### src/rtl/fifo_stream_reader_pkg.sv
// fifo_stream_reader_pkg: shared types for the FIFO-to-stream reader.
// Holds the controller state encoding and the buffer occupancy type.
package fifo_stream_reader_pkg;

  // RUN streams entries out; FLUSH drains and discards the FIFO.
  typedef enum logic {
    RUN   = 1'b0,
    FLUSH = 1'b1
  } state_e;

  // Output buffer holds at most two entries, so occupancy fits in 2 bits.
  localparam int unsigned CNT_BITS = 2;
  typedef logic [CNT_BITS-1:0] cnt_t;

endpackage

### src/rtl/fifo_stream_reader_buf.sv
// fifo_stream_reader_buf: 2-entry in-order buffer with push, pop and clear.
// Slot 0 is always the head. The parent guarantees push only when count<2
// and pop only when count>0; clear overrides both.
module fifo_stream_reader_buf
  import fifo_stream_reader_pkg::*;
#(
  parameter int unsigned p_entry_bits = 32
) (
  input  logic                    clk,
  input  logic                    rst,
  input  logic                    push,
  input  logic [p_entry_bits-1:0] push_data,
  input  logic                    pop,
  input  logic                    clear,
  output cnt_t                    count,
  output logic [p_entry_bits-1:0] head
);

  logic [p_entry_bits-1:0] slot_q [2];
  logic [p_entry_bits-1:0] slot_d [2];
  cnt_t                    count_q;
  cnt_t                    count_d;

  // Next slot contents and occupancy for push/pop/clear combinations.
  always_comb begin
    slot_d[0] = slot_q[0];
    slot_d[1] = slot_q[1];
    count_d   = count_q;
    if (clear) begin
      count_d = '0;
    end else begin
      case ({push, pop})
        2'b10: begin
          if (count_q == cnt_t'(0)) slot_d[0] = push_data;
          else                      slot_d[1] = push_data;
          count_d = count_q + cnt_t'(1);
        end
        2'b01: begin
          slot_d[0] = slot_q[1];
          count_d   = count_q - cnt_t'(1);
        end
        2'b11: begin
          // Occupancy unchanged; the new entry lands behind whatever remains.
          if (count_q == cnt_t'(1)) begin
            slot_d[0] = push_data;
          end else begin
            slot_d[0] = slot_q[1];
            slot_d[1] = push_data;
          end
        end
        default: ;
      endcase
    end
  end

  // Buffer storage and occupancy registers.
  always_ff @(posedge clk or posedge rst) begin
    if (rst) begin
      slot_q[0] <= '0;
      slot_q[1] <= '0;
      count_q   <= '0;
    end else begin
      slot_q[0] <= slot_d[0];
      slot_q[1] <= slot_d[1];
      count_q   <= count_d;
    end
  end

  assign count = count_q;
  assign head  = slot_q[0];

endmodule

### src/rtl/fifo_stream_reader.sv
// fifo_stream_reader: drains a pop/empty/rdata FIFO into a val/rdy stream
// through a 2-entry buffer, with a flush that discards everything queued.
// Optional macro FIFO_STREAM_READER_COUNT_EN adds a saturating sent_count port.
module fifo_stream_reader
  import fifo_stream_reader_pkg::*;
#(
  parameter int unsigned p_entry_bits = 32
) (
  input  logic                    clk,
  input  logic                    rst,
  input  logic                    fifo_empty,
  output logic                    fifo_pop,
  input  logic [p_entry_bits-1:0] fifo_rdata,
  output logic                    ostream_val,
  input  logic                    ostream_rdy,
  output logic [p_entry_bits-1:0] ostream_msg,
  input  logic                    flush,
  output logic                    flush_done
`ifdef FIFO_STREAM_READER_COUNT_EN
  ,
  output logic [31:0]             sent_count
`endif
);

  state_e state_q;
  state_e state_d;
  cnt_t   count;
  logic   send;
  logic   flush_go;
  logic   buf_push;

  // Pop decision uses only registered state/count, never ostream_rdy.
  always_comb begin
    fifo_pop = 1'b0;
    if (!rst) begin
      if (state_q == RUN) fifo_pop = !fifo_empty && (count != cnt_t'(2));
      else                fifo_pop = !fifo_empty;
    end
  end

  assign ostream_val = (count != cnt_t'(0)) && (state_q == RUN);
  assign send        = ostream_val && ostream_rdy;
  assign flush_go    = (state_q == RUN) && flush;
  assign buf_push    = fifo_pop && (state_q == RUN);
  assign flush_done  = (state_q == FLUSH) && fifo_empty;

  fifo_stream_reader_buf #(
    .p_entry_bits(p_entry_bits)
  ) u_buf (
    .clk      (clk),
    .rst      (rst),
    .push     (buf_push),
    .push_data(fifo_rdata),
    .pop      (send),
    .clear    (flush_go),
    .count    (count),
    .head     (ostream_msg)
  );

  // Controller next state: enter FLUSH on request, leave once FIFO is empty.
  always_comb begin
    state_d = state_q;
    case (state_q)
      RUN:     if (flush) state_d = FLUSH;
      FLUSH:   if (fifo_empty) state_d = RUN;
      default: state_d = RUN;
    endcase
  end

  // Controller state register.
  always_ff @(posedge clk or posedge rst) begin
    if (rst) state_q <= RUN;
    else     state_q <= state_d;
  end

`ifdef FIFO_STREAM_READER_COUNT_EN
  logic [31:0] sent_q;
  logic [31:0] sent_d;

  // Saturating count of completed output transfers, including one in a flush cycle.
  always_comb begin
    sent_d = sent_q;
    if (send && (sent_q != 32'hFFFF_FFFF)) sent_d = sent_q + 32'd1;
  end

  // Transfer counter register.
  always_ff @(posedge clk or posedge rst) begin
    if (rst) sent_q <= '0;
    else     sent_q <= sent_d;
  end

  assign sent_count = sent_q;
`endif

endmodule

### config.mk
export PLATFORM = sky130hd
export DESIGN_NAME = fifo_stream_reader
export DESIGN_NICKNAME = d
export VERILOG_FILES = /design/src/rtl/fifo_stream_reader_pkg.sv /design/src/rtl/fifo_stream_reader_buf.sv /design/src/rtl/fifo_stream_reader.sv
export SDC_FILE = /design/constraint.sdc
export NUM_CORES = 1
export LEC_CHECK = 0
export BUFFER_PORTS_ARGS = -buffer_cell sky130_fd_sc_hd__buf_2
export CORE_UTILIZATION = 50
export DETAILED_ROUTE_END_ITERATION = 8
export GPL_TIMING_DRIVEN = 0
export PLACE_DENSITY = 0.8
export SLEW_MARGIN = 30
export SYNTH_ARGS = -nofsm -noshare
export SYNTH_HDL_FRONTEND = slang
export SYNTH_HIERARCHICAL = 1
export SYNTH_SLANG_ARGS = --single-unit
export TNS_END_PERCENT = 50
### constraint.sdc
create_clock -name clk -period 1.9 [get_ports clk]
set_input_delay 0.095 -clock clk [delete_from_list [all_inputs] [get_ports clk]]
set_output_delay 0.095 -clock clk [all_outputs]
set_load 0.05 [all_outputs]
# Word level (Yosys, flattened, before mapping)
# Cells that the tools add are included.
# op_classes
add_sub_neg	2
n_eq_ne	8
muxes	13
bitwise_logic	2
reduce_logical	14
# op_table
operator	n
$mux 32	4
$pmux 32 s3	1
$pmux 32 s2	1
$logic_and 1x1->1	6
$ne 2x2->1 const B	3
$reduce_bool 3->1	2
$eq 2x1->1 const B	2
$eq 2x2->1 const B	2
$mux 1	4
$pmux 2 s2	1
$reduce_and 4->1	1
$reduce_bool 2->1	2
$reduce_and 3->1	1
$add 2x1->2 const B	1
$logic_not 2->1	1
$mux 2	1
$ne 2x1->1 const B	1
$not 1->1	2
$pmux 1 s2	1
$sub 2x1->2 const B	1
$logic_not 1->1	1
# totals
regBits	67
in_bits	37
out_inout_bits	35

# Depth between registers and ports, before layout
# Gate-level depths: netlist of the first run.
# logic_depth
ltp_word	8
ltp_mapped	7

# By module
# Netlist of the first run, hierarchy kept.
# modules_own_cells
module	n_inst	cells_each	area_per_inst_um2
fifo_stream_reader_buf	1	223	3583.4
fifo_stream_reader	1	13	95.1

# Worst setup path after synthesis of the first run
# OpenSTA, ideal clock, no wires.
# synth_path
path_type	reg-to-reg
from	register u_buf.count_q[1], in the netlist u_buf/count[1]
to	register u_buf.slot_q (netlist bit u_buf/head[0])
setup_ns	0.125
arrival_ns	1.854
slack_ns	-0.079
stages_incl_launch_ff	8
period_less_slack_ns	1.979
path_cell_list	dfrtp_1 > nor2_1 > nor3b_1 > buf_6 > a21boi_4 > buf_12 > mux2_4 > mux2_4
# synth_lines
item	line	source
from (decl)	fifo_stream_reader_buf.sv:21	cnt_t count_q;
from (signal assigned)	fifo_stream_reader_buf.sv:65	count_q <= count_d;
$reduce_bool 2->1 *	fifo_stream_reader.sv:41	assign ostream_val = (count != cnt_t'(0)) && (state_q == RUN);
$logic_and 1x1->1 *	fifo_stream_reader.sv:41	
$logic_and 1x1->1 *	fifo_stream_reader.sv:42	assign send = ostream_val && ostream_rdy;
via send	fifo_stream_reader.sv:28	logic send;
$eq 2x2->1 / $eq 2x1->1 (equally long branches)	fifo_stream_reader_buf.sv:32	case ({push, pop})
$ne 2x1->1 (no line) / $reduce_bool 3->1 (equally long branches)	n/a	
$reduce_and 3->1 (no line)	n/a	
to (decl)	fifo_stream_reader_buf.sv:19	logic [p_entry_bits-1:0] slot_q [2];
# Mark *: on every way through the listed nets, which the timed path passes. The rest lies on a longest branch.
# A chain may end at the register's enable or synchronous reset.

# Worst setup path in the final report of the first run
# layout_path
from	register u_buf.count_q[1], in the netlist u_buf/count[1]
to	register u_buf.slot_q (netlist bit u_buf/head[1])
# layout_via
elab_chain_cells	8
# layout_rtl
item	line	source
$ne 2x2->1 *	fifo_stream_reader.sv:36	if (state_q == RUN) fifo_pop = !fifo_empty && (count != cnt_t'(2));
$logic_and 1x1->1 *	fifo_stream_reader.sv:36	
$mux 1 *	fifo_stream_reader.sv:36	
$mux 1 *	fifo_stream_reader.sv:35	if (!rst) begin
$logic_and 1x1->1 *	fifo_stream_reader.sv:44	assign buf_push = fifo_pop && (state_q == RUN);
via buf_push	fifo_stream_reader.sv:30	logic buf_push;
$eq 2x2->1 / $eq 2x1->1 (equally long branches)	fifo_stream_reader_buf.sv:32	
$ne 2x1->1 (no line) / $reduce_bool 3->1 (equally long branches)	n/a	
$reduce_and 3->1 (no line)	n/a	
# Marked as above.

==> impl_metrics.py, run 1 <==
metrics = {
    "status": {
        "status": "complete, but fails checks",
        "violations": "setup timing",
    },
    "yosys": {
        "synth-seq-cells": 67,
        "yosysSeqAreaShare": 0.456,
        "ys_top_cells_by_area": "dfrtp_1, mux2_4, buf_4",
        "yosys_warnings": 6,
        "synth_nets": 275,
        "synth_common_cells": "mux2_4, dfrtp_1, buf_4, mux2_2",
        "async_flop_share": 1.00,
        "synth.largest_area_cell": "dfrtp_1",
        "synth.most_common_cell": "mux2_4",
        "ys_types": 23,
        "synth_cells": 236,
        "synth_top_area_share": 0.456,
        "syn_area_um2": 3680,
        "synth_edf_count": 0,
        "avgSynthCellArea_um2": 15.6,
        "synthFlopType": "dfrtp_1",
    },
    "clocking": {
        "root_buffer": "clkbuf_8",
        "h-tree-depth": 3,
        "path_clk_slew_ns": 0.07,
        "clk_latency_ns": 0.34,
        "cts_made_buffers": 9,
        "clock_sinks": 67,
        "clock_path_buffers": 2,
        "cts_tree": "built",
    },
    "routing": {
        "wirelength_mm": 6.80,
        "postRouteAntennaNets": 0,
        "drt-initial-drc-count": 50,
        "dr.pass1.iters": 3,
        "via_count": 2159,
        "drc": 0,
        "wire_per_inst_um": 14.8,
        "viasPerCell": 4.68,
    },
    "die": {
        "die_area_um2": 7700,
        "start_util": 0.530,
        "fp.dieH_um": 87.8,
        "die_x_um": 87.8,
        "ioPinCount": 72,
        "coreArea_um2": 6940,
        "rows": 30,
    },
    "cells_and_area": {
        "drive_gt1_frac": 0.712,
        "fin_util": 0.708,
        "area_delta_synth_final_pct": 33.7,
        "nets": 400,
        "final_area_um2": 4920,
        "num_antenna_cells": 0,
    },
    "setup_path": {
        "critPathCaptureType": "register",
        "rrSetupSlack_ns": -0.13,
        "cp-endpoint": "u_buf/head[1]$_DFFE_PP0P_",
        "cp_max_fo": 5,
        "rr_startpoint": "u_buf/count[1]$_DFFE_PP0P_",
        "rr_endpoint": "u_buf/head[1]$_DFFE_PP0P_",
        "worstPathArrival_ns": 2.25,
        "reg2regPathDepth": 7,
        "start_kind": "register",
        "criticalPathCategory": "reg2reg",
        "required_ns": 2.12,
        "cp-startpoint": "u_buf/count[1]$_DFFE_PP0P_",
    },
    "timing": {
        "tns_ns": -3.86,
        "finalSetupViolations": 62,
        "hold_violations": 0,
        "tightestPinTransition_ns": 0.445,
        "slew-limit-headroom": 0.703,
        "slew_violations": 0,
        "worst_clock_skew_ns": 0.00675,
        "finalCriticalPeriod_ns": 2.03,
        "fin_ws_ns": -0.130,
        "rsz0062_at_grt": "true",
        "post-route-period-util": 1.07,
        "fmax_mhz": 493,
    },
    "hold_path": {
        "holdCritPathClass": "in2reg",
        "worstHoldStart": "fifo_rdata[23]",
    },
    "placement": {
        "place_congestion": 0.703,
        "portBuffers": 71,
        "place_area_um2": 4190,
        "place_hpwl_mm": 4.33,
        "dp_slack_ns": -0.297,
    },
    "pwr": {
        "power_density_nw_per_um2": 1710,
        "swShare": 0.378,
        "leakagePower_nw": 2.50,
        "peakVddDrop_mv": 1.01,
        "p_total_mw": 8.42,
        "power.share.sequential": 0.305,
        "clock_power_share": 0.155,
        "p_int_mw": 5.23,
        "power_switching_mw": 3.18,
        "combPwrFrac": 0.540,
    },
    "global_route": {
        "antenna_found_initial": 0,
        "grt_pass1_wl_mm": 11.0,
        "track_usage": 0.190,
        "grt_max_degree": 35,
        "grt_pass1_vias": 2250,
        "grt_overflow": 0,
    },
    "run": {
        "cap_violations": 0,
    },
}
## logic make-up after synthesis
group,Yosys count,synth area share
buffers and inverters,48,0.105
muxes,98,0.391
AOI/OAI and AO/OA,4,0.0126
adders and majority gates,2,0.00680
xor gates and xnor gates,2,0.00476
DFF,67,0.456
and+or+nand+nor,15,0.0238
## cell usage in the layout, fill, tap and decap left out, types with 2 or more instances in the layout
cell,synthesis,routed
nor3_1,2,2
buf_12,3,10
mux2_2,6,6
nor2_1,5,4
xnor2_1,2,2
dfrtp_2,0,3
clkbuf_8,0,10
mux2_4,90,90
clkinv_2,0,2
dfrtp_1,67,64
buf_6,4,4
nor2b_1,2,2
inv_1,5,3
buf_4,33,48
dlygate4sd3_1,0,22
bufinv_16,0,2
buf_2,3,71
## metrics by stage
stage / hold WS [ns] / cells
4_1_cts: 0.000713 / 458
3_3_place_gp: -0.0355 / 403
6_report: 0.0143 / 461
3_5_place_dp: -0.0151 / 404
5_1_grt: 0.00181 / 461
2_1_floorplan: -0.176 / 236
## registers in the layout, indices dropped and copies added (netlist names)
register      flops
u_buf/head       32
u_buf/slot_q     32
state_q           1
u_buf/count       2
## area by class of cell
| class | instances | area [µm²] |
|---|---|---|
| buffer | 43 | 417 |
| inverter | 5 | 21.3 |
| tap | 96 | 120 |
| clock buffer | 10 | 138 |
| multi-input combinational | 121 | 1660 |
| sequential | 67 | 1680 |
| fill | 479 | 2020 |
| timing repair buffer | 114 | 807 |
| clock inverter | 5 | 77.6 |
## power by group through the flow
stage,clock network [mW],registers [mW],logic (mW)
final,1.30,2.57,4.55
after floorplan,0,2.45,3.64
after global placement,0,2.54,4.11
after detailed placement,0,2.58,4.19
after CTS,1.33,2.57,4.53
after global routing,1.40,2.66,4.79
## worst max-delay path, stage by stage, from the launching register on
cell and delay [ns]:
dfrtp_2 0.45, a2111oi_4 0.36, buf_4 0.20, a21boi_4 0.08, buf_4 0.15, buf_12 0.13, mux2_4 0.29, mux2_4 0.26
## layer usage
metal	wire length [µm]	global-route usage
met1	3140	0.253
met3	268	0.0575
met4	52	0.0402
met5	0	0
met2	3350	0.309
## worst min-delay path by stage
stage,endpoint,cells after the start
detailed placement,state_q$_DFF_PP0_,2
global route,u_buf/slot_q[6]$_DFFE_PP0P_,2
CTS,u_buf/slot_q[7]$_DFFE_PP0P_,2
floorplan,state_q$_DFF_PP0_,1
finish,u_buf/slot_q[23]$_DFFE_PP0P_,2
global placement,state_q$_DFF_PP0_,2
## repair_timing
item | 4_1_cts | 5_1_grt
resized for setup | 18 | 5
endpoints found under the setup margin | 62 | 62
endpoints found under the hold margin | 54 | 0
setup buffers | 15 | 4
hold buffers | 22 | 0
gates cloned | 2 | 0
pin swaps | 3 | 1
No activity file was read; power rests on OpenSTA's default activity.
==> inputs of run 2 (changes only) <==
--- a/config.mk
+++ b/config.mk
@@ -9,7 +9,7 @@
 export CORE_UTILIZATION = 50
 export DETAILED_ROUTE_END_ITERATION = 8
 export GPL_TIMING_DRIVEN = 0
-export PLACE_DENSITY = 0.8
+export PLACE_DENSITY = 0.76
 export SLEW_MARGIN = 30
 export SYNTH_ARGS = -nofsm -noshare
 export SYNTH_HDL_FRONTEND = slang
==> impl_metrics.py, run 2 (synthesis gave the netlist of run 1 again) <==
metrics = {
    "status": {
        "status": "complete, but fails checks",
        "violations": "setup timing",
    },
    "hold_path": {
        "min_path_cells": 2,
        "min_to": "u_buf/slot_q[14]$_DFFE_PP0P_",
        "holdCritPathClass": "in2reg",
        "worstHoldStart": "fifo_rdata[14]",
    },
    "setup_path": {
        "critPathCaptureType": "register",
        "start_kind": "register",
        "rr_endpoint": "u_buf/head[21]$_DFFE_PP0P_",
        "criticalPathCategory": "reg2reg",
        "cp_max_fo": 5,
        "required_ns": 2.12,
        "rr_startpoint": "u_buf/count[1]$_DFFE_PP0P_",
        "rrSetupSlack_ns": -0.16,
        "reg2regPathDepth": 7,
        "worstPathArrival_ns": 2.28,
    },
    "clocking": {
        "clock_sinks": 67,
        "cts_made_buffers": 9,
        "clock_path_buffers": 2,
        "h-tree-depth": 3,
        "path_clk_slew_ns": 0.07,
        "root_buffer": "clkbuf_8",
        "cts_tree": "built",
        "clk_latency_ns": 0.34,
    },
    "timing": {
        "slew-limit-headroom": 0.734,
        "finalSetupViolations": 62,
        "finalCriticalPeriod_ns": 2.06,
        "post-route-period-util": 1.08,
        "fin_hold_ws_ns": 0.0118,
        "fmax_mhz": 485,
        "rsz0062_at_grt": "true",
        "worst_clock_skew_ns": 0.00729,
        "tightestPinTransition_ns": 0.399,
        "fin_ws_ns": -0.161,
        "tns_ns": -8.73,
        "slew_violations": 0,
        "hold_violations": 0,
    },
    "pwr": {
        "peakVddDrop_mv": 0.943,
        "clock_power_share": 0.159,
        "power.share.sequential": 0.301,
        "p_int_mw": 5.32,
        "swShare": 0.378,
        "power_switching_mw": 3.24,
        "leakagePower_nw": 2.56,
        "p_total_mw": 8.56,
        "combPwrFrac": 0.540,
        "power_density_nw_per_um2": 1700,
    },
    "cells_and_area": {
        "num_antenna_cells": 0,
        "stdcell_count": 471,
        "nets": 409,
        "layout_commonest_cell": "mux2_4",
        "final_area_um2": 5050,
        "drive_gt1_frac": 0.699,
        "final_cell_mix": "mux2_4, buf_2, dfrtp_1",
        "area_delta_synth_final_pct": 37.2,
    },
    "routing": {
        "wire_per_inst_um": 15.4,
        "dr.pass1.iters": 4,
        "wirelength_mm": 7.24,
        "via_count": 2232,
        "postRouteAntennaNets": 0,
        "drt-initial-drc-count": 51,
        "viasPerCell": 4.74,
        "drc": 0,
    },
    "die": {
        "fp.dieH_um": 87.8,
        "coreArea_um2": 6940,
        "start_util": 0.530,
        "ioPinCount": 72,
        "rows": 30,
        "die_area_um2": 7700,
        "die_x_um": 87.8,
    },
    "global_route": {
        "grt_pass1_vias": 2344,
        "grt_overflow": 0,
        "grt_max_degree": 49,
        "track_usage": 0.203,
        "antenna_found_initial": 0,
        "grt_pass1_wl_mm": 11.7,
    },
    "run": {
        "cap_violations": 0,
    },
    "placement": {
        "portBuffers": 71,
        "place_hpwl_mm": 4.28,
        "numPlacedInstances": 404,
        "place_area_um2": 4200,
        "place_congestion": 0.692,
    },
}
[run 2: critical path, cell delays in order (launching register included)]
cell and delay [ns]:
dfrtp_2 0.45, a2111oi_4 0.38, buf_4 0.21, a21boi_4 0.07
buf_12 0.14, buf_6 0.14, mux2_4 0.29, mux2_4 0.26
[run 2: what timing repair did]
| item | CTS | global route |
|---|---|---|
| hold endpoints to repair | 44 | 1 |
| hold buffers | 26 | 1 |
| buffers inserted | 19 | 4 |
| resized for setup | 20 | 12 |
| pin swaps | 3 | 0 |
| setup endpoints to repair | 62 | 62 |
| cloned | 2 | 2 |
[run 2: power by group through the flow]
stage	Combinational, mW	Sequential, mW	Clock [mW]
3_5_place_dp	4.20	2.58	0
3_3_place_gp	4.11	2.54	0
4_1_cts	4.52	2.57	1.39
2_1_floorplan	3.64	2.45	0
5_1_grt	4.87	2.67	1.47
6_report	4.62	2.58	1.36
[run 2: worst max-delay path by stage]
stage	startpoint	end	depth (start not counted)
finish	u_buf/count[1]$_DFFE_PP0P_	u_buf/head[21]$_DFFE_PP0P_	7
CTS	u_buf/count[1]$_DFFE_PP0P_	u_buf/head[20]$_DFFE_PP0P_	7
floorplan	u_buf/count[1]$_DFFE_PP0P_	u_buf/head[0]$_DFFE_PP0P_	7
detailed placement	u_buf/count[0]$_DFFE_PP0P_	u_buf/head[1]$_DFFE_PP0P_	7
global route	u_buf/count[1]$_DFFE_PP0P_	u_buf/slot_q[1]$_DFFE_PP0P_	7
global placement	rst	u_buf/slot_q[24]$_DFFE_PP0P_	2
[run 2: routing by layer]
metal / track usage / wire length (µm) / up-vias
li1: - / - / 1052
met1: 0.267 / 3480 / 1124
met2: 0.329 / 3410 / 48
met3: 0.0575 / 276 / 8
met4: 0.0581 / 75 / 0
met5: 0 / 0 / -
[run 2: metrics by stage]
step | setup WS [ns] | util
floorplan | -0.0206 | -
global placement | -0.821 | 0.600
detailed placement | -0.262 | 0.605
CTS | -0.119 | 0.713
global route | -0.223 | 0.727
finish | -0.161 | 0.727
[run 2: area by class of cell]
type,count,area [µm²]
buffer,41,385
clock buffer,12,155
clock inverter,4,72.6
fill,447,1900
inverter,5,21.3
multi-input combinational,121,1670
sequential,67,1680
tap,96,120
timing repair buffer,125,947
==> inputs of run 3 (changes only) <==
--- a/config.mk
+++ b/config.mk
@@ -6,6 +6,7 @@
 export NUM_CORES = 1
 export LEC_CHECK = 0
 export BUFFER_PORTS_ARGS = -buffer_cell sky130_fd_sc_hd__buf_2
+export CORE_MARGIN = 2
 export CORE_UTILIZATION = 50
 export DETAILED_ROUTE_END_ITERATION = 8
 export GPL_TIMING_DRIVEN = 0
==> impl_metrics.py, run 3 (synthesis gave the netlist of run 1 again) <==
metrics = {
    "status": {
        "status": "complete, but fails checks",
        "violations": "setup timing",
    },
    "clocking": {
        "clock_path_buffers": 2,
        "cts_tree": "built",
        "path_clk_slew_ns": 0.07,
        "clock_sinks": 67,
        "clk_latency_ns": 0.33,
        "root_buffer": "clkbuf_8",
        "h-tree-depth": 3,
        "cts_made_buffers": 9,
    },
    "die": {
        "rows": 31,
        "die_x_um": 89.8,
        "coreArea_um2": 7180,
        "die_area_um2": 8060,
        "fp.dieH_um": 89.8,
        "ioPinCount": 72,
        "start_util": 0.513,
    },
    "cells_and_area": {
        "num_antenna_cells": 0,
        "layout_commonest_cell": "mux2_4",
        "final_area_um2": 4560,
        "area_delta_synth_final_pct": 24.0,
        "drive_gt1_frac": 0.702,
        "final_cell_mix": "mux2_4, buf_2, dfrtp_1",
        "nets": 375,
    },
    "pwr": {
        "swShare": 0.385,
        "leakagePower_nw": 2.33,
        "combPwrFrac": 0.534,
        "clock_power_share": 0.143,
        "power_density_nw_per_um2": 1740,
        "p_int_mw": 4.89,
        "peakVddDrop_mv": 0.848,
        "power.share.sequential": 0.322,
        "power_switching_mw": 3.06,
    },
    "setup_path": {
        "start_kind": "register",
        "worstPathArrival_ns": 2.19,
        "path_cells": "nor2_2 -> nor3b_2 -> buf_6 -> a21boi_4 -> buf_12 -> mux2_4 -> mux2_4",
        "slowest_stage": "dfrtp_2",
        "cpMostUsedCell": "mux2_4",
        "cp_max_fo": 10,
        "critPathCaptureType": "register",
        "criticalPathCategory": "reg2reg",
        "critPathTopFamily": "multiplexers",
        "cp_num_buf_inv": 2,
        "max_stage_delay_ns": 0.42,
        "required_ns": 2.11,
    },
    "routing": {
        "via_count": 2042,
        "viasPerCell": 4.66,
        "wirelength_mm": 6.24,
        "wire_per_inst_um": 14.2,
        "dr.pass1.iters": 4,
        "drc": 0,
        "drt-initial-drc-count": 43,
        "postRouteAntennaNets": 0,
    },
    "global_route": {
        "met1_usage": 0.222,
        "met2_usage": 0.266,
        "grt_pass1_vias": 2192,
        "track_usage": 0.165,
        "globalRouteMet3Util": 0.0319,
        "grt_overflow": 0,
        "grt_max_degree": 35,
        "grt_pass1_wl_mm": 10.7,
        "antenna_found_initial": 0,
        "grt_busiest_layer": "met2",
    },
    "placement": {
        "dp_slack_ns": -0.257,
        "place_hpwl_mm": 4.19,
        "portBuffers": 71,
        "place_area_um2": 4200,
        "place_congestion": 0.672,
    },
    "timing": {
        "fmax_mhz": 506,
        "finalCriticalPeriod_ns": 1.98,
        "rsz0062_at_grt": "true",
        "post-route-period-util": 1.04,
        "fin_ws_ns": -0.0774,
        "slew-limit-headroom": 0.706,
        "hold_violations": 0,
        "slew_violations": 0,
        "fin_hold_ws_ns": 0.00913,
        "finalSetupViolations": 32,
        "worst_clock_skew_ns": 0.00898,
        "tightestPinTransition_ns": 0.441,
    },
    "hold_path": {
        "holdCritPathClass": "in2reg",
    },
    "run": {
        "cap_violations": 0,
    },
}
[run 3: cell types whose count changed in the layout (fill, tap and decap cells not counted), moves of 2 or more]
| cell | delta |
|---|---|
| buf_12 | -3 |
| buf_16 | -2 |
| buf_4 | -12 |
| clkbuf_16 | -2 |
| dlygate4sd3_1 | -15 |
[run 3: per-stage QoR]
| step | std cells | utilization | TNS, ns | power (mW) |
|---|---|---|---|---|
| 2_1_floorplan | 236 | - | -0.618 | 6.09 |
| 3_3_place_gp | 406 | 0.582 | -57.23 | 6.66 |
| 3_5_place_dp | 407 | 0.585 | -8.42 | 6.76 |
| 4_1_cts | 438 | 0.636 | -2.73 | 8.01 |
| 5_1_grt | 438 | 0.636 | -7.58 | 8.38 |
| 6_report | 438 | 0.636 | -2.12 | 7.95 |
[run 3: metal layers]
metal,vias to the layer above,share of wire
met3,8,0.041
met5,-,0
met2,49,0.47
li1,979,-
met1,1006,0.48
met4,0,0.013
[run 3: worst paths after layout]
path	end	startpoint	slack, ns	cells after the start
max reg2reg	u_buf/head[8]$_DFFE_PP0P_	u_buf/count[1]$_DFFE_PP0P_	-0.08	7
max	u_buf/head[8]$_DFFE_PP0P_	u_buf/count[1]$_DFFE_PP0P_	-0.08	7
max in group asynchronous	u_buf/head[22]$_DFFE_PP0P_	rst	1.02	4
min	u_buf/slot_q[1]$_DFFE_PP0P_	fifo_rdata[1]	0.009	2
min in group asynchronous	state_q$_DFF_PP0_	rst	0.18	3
min reg2reg	u_buf/slot_q[16]$_DFFE_PP0P_	u_buf/slot_q[16]$_DFFE_PP0P_	0.51	1
[run 3: worst reg2reg max path, delay by kind of cell, from the launching register on]
| family | cells | cell delay, ns |
|---|---|---|
| buffers and inverters | 2 | 0.33 |
| flip-flops | 1 | 0.42 |
| AND/OR/NAND/NOR | 2 | 0.24 |
| multiplexers | 2 | 0.56 |
| AO/OA/AOI/OAI | 1 | 0.31 |
[run 3: power groups by stage]
stage	Clock (mW)	Sequential, mW	Combinational (mW)
after global routing	1.23	2.66	4.49
after detailed placement	0	2.57	4.19
after CTS	1.16	2.56	4.29
final	1.14	2.56	4.25
after global placement	0	2.54	4.12
after floorplan	0	2.45	3.64
[run 3: what timing repair did]
action / 4_1_cts / 5_1_grt
gates resized for setup: 8 / 0
setup endpoints to repair: 62 / 62
setup buffers: 5 / 0
hold buffers: 12 / 0
endpoints found under the hold margin: 45 / 0
pin swaps: 1 / 0
[run 3: area by class of cell]
| class | count | area, µm² |
|---|---|---|
| inverter | 5 | 21.3 |
| clock buffer | 11 | 141 |
| tap | 99 | 124 |
| clock inverter | 3 | 40.0 |
| buffer | 43 | 390 |
| fill | 553 | 2620 |
| timing repair buffer | 89 | 537 |
| sequential | 67 | 1680 |
| multi-input combinational | 121 | 1630 |
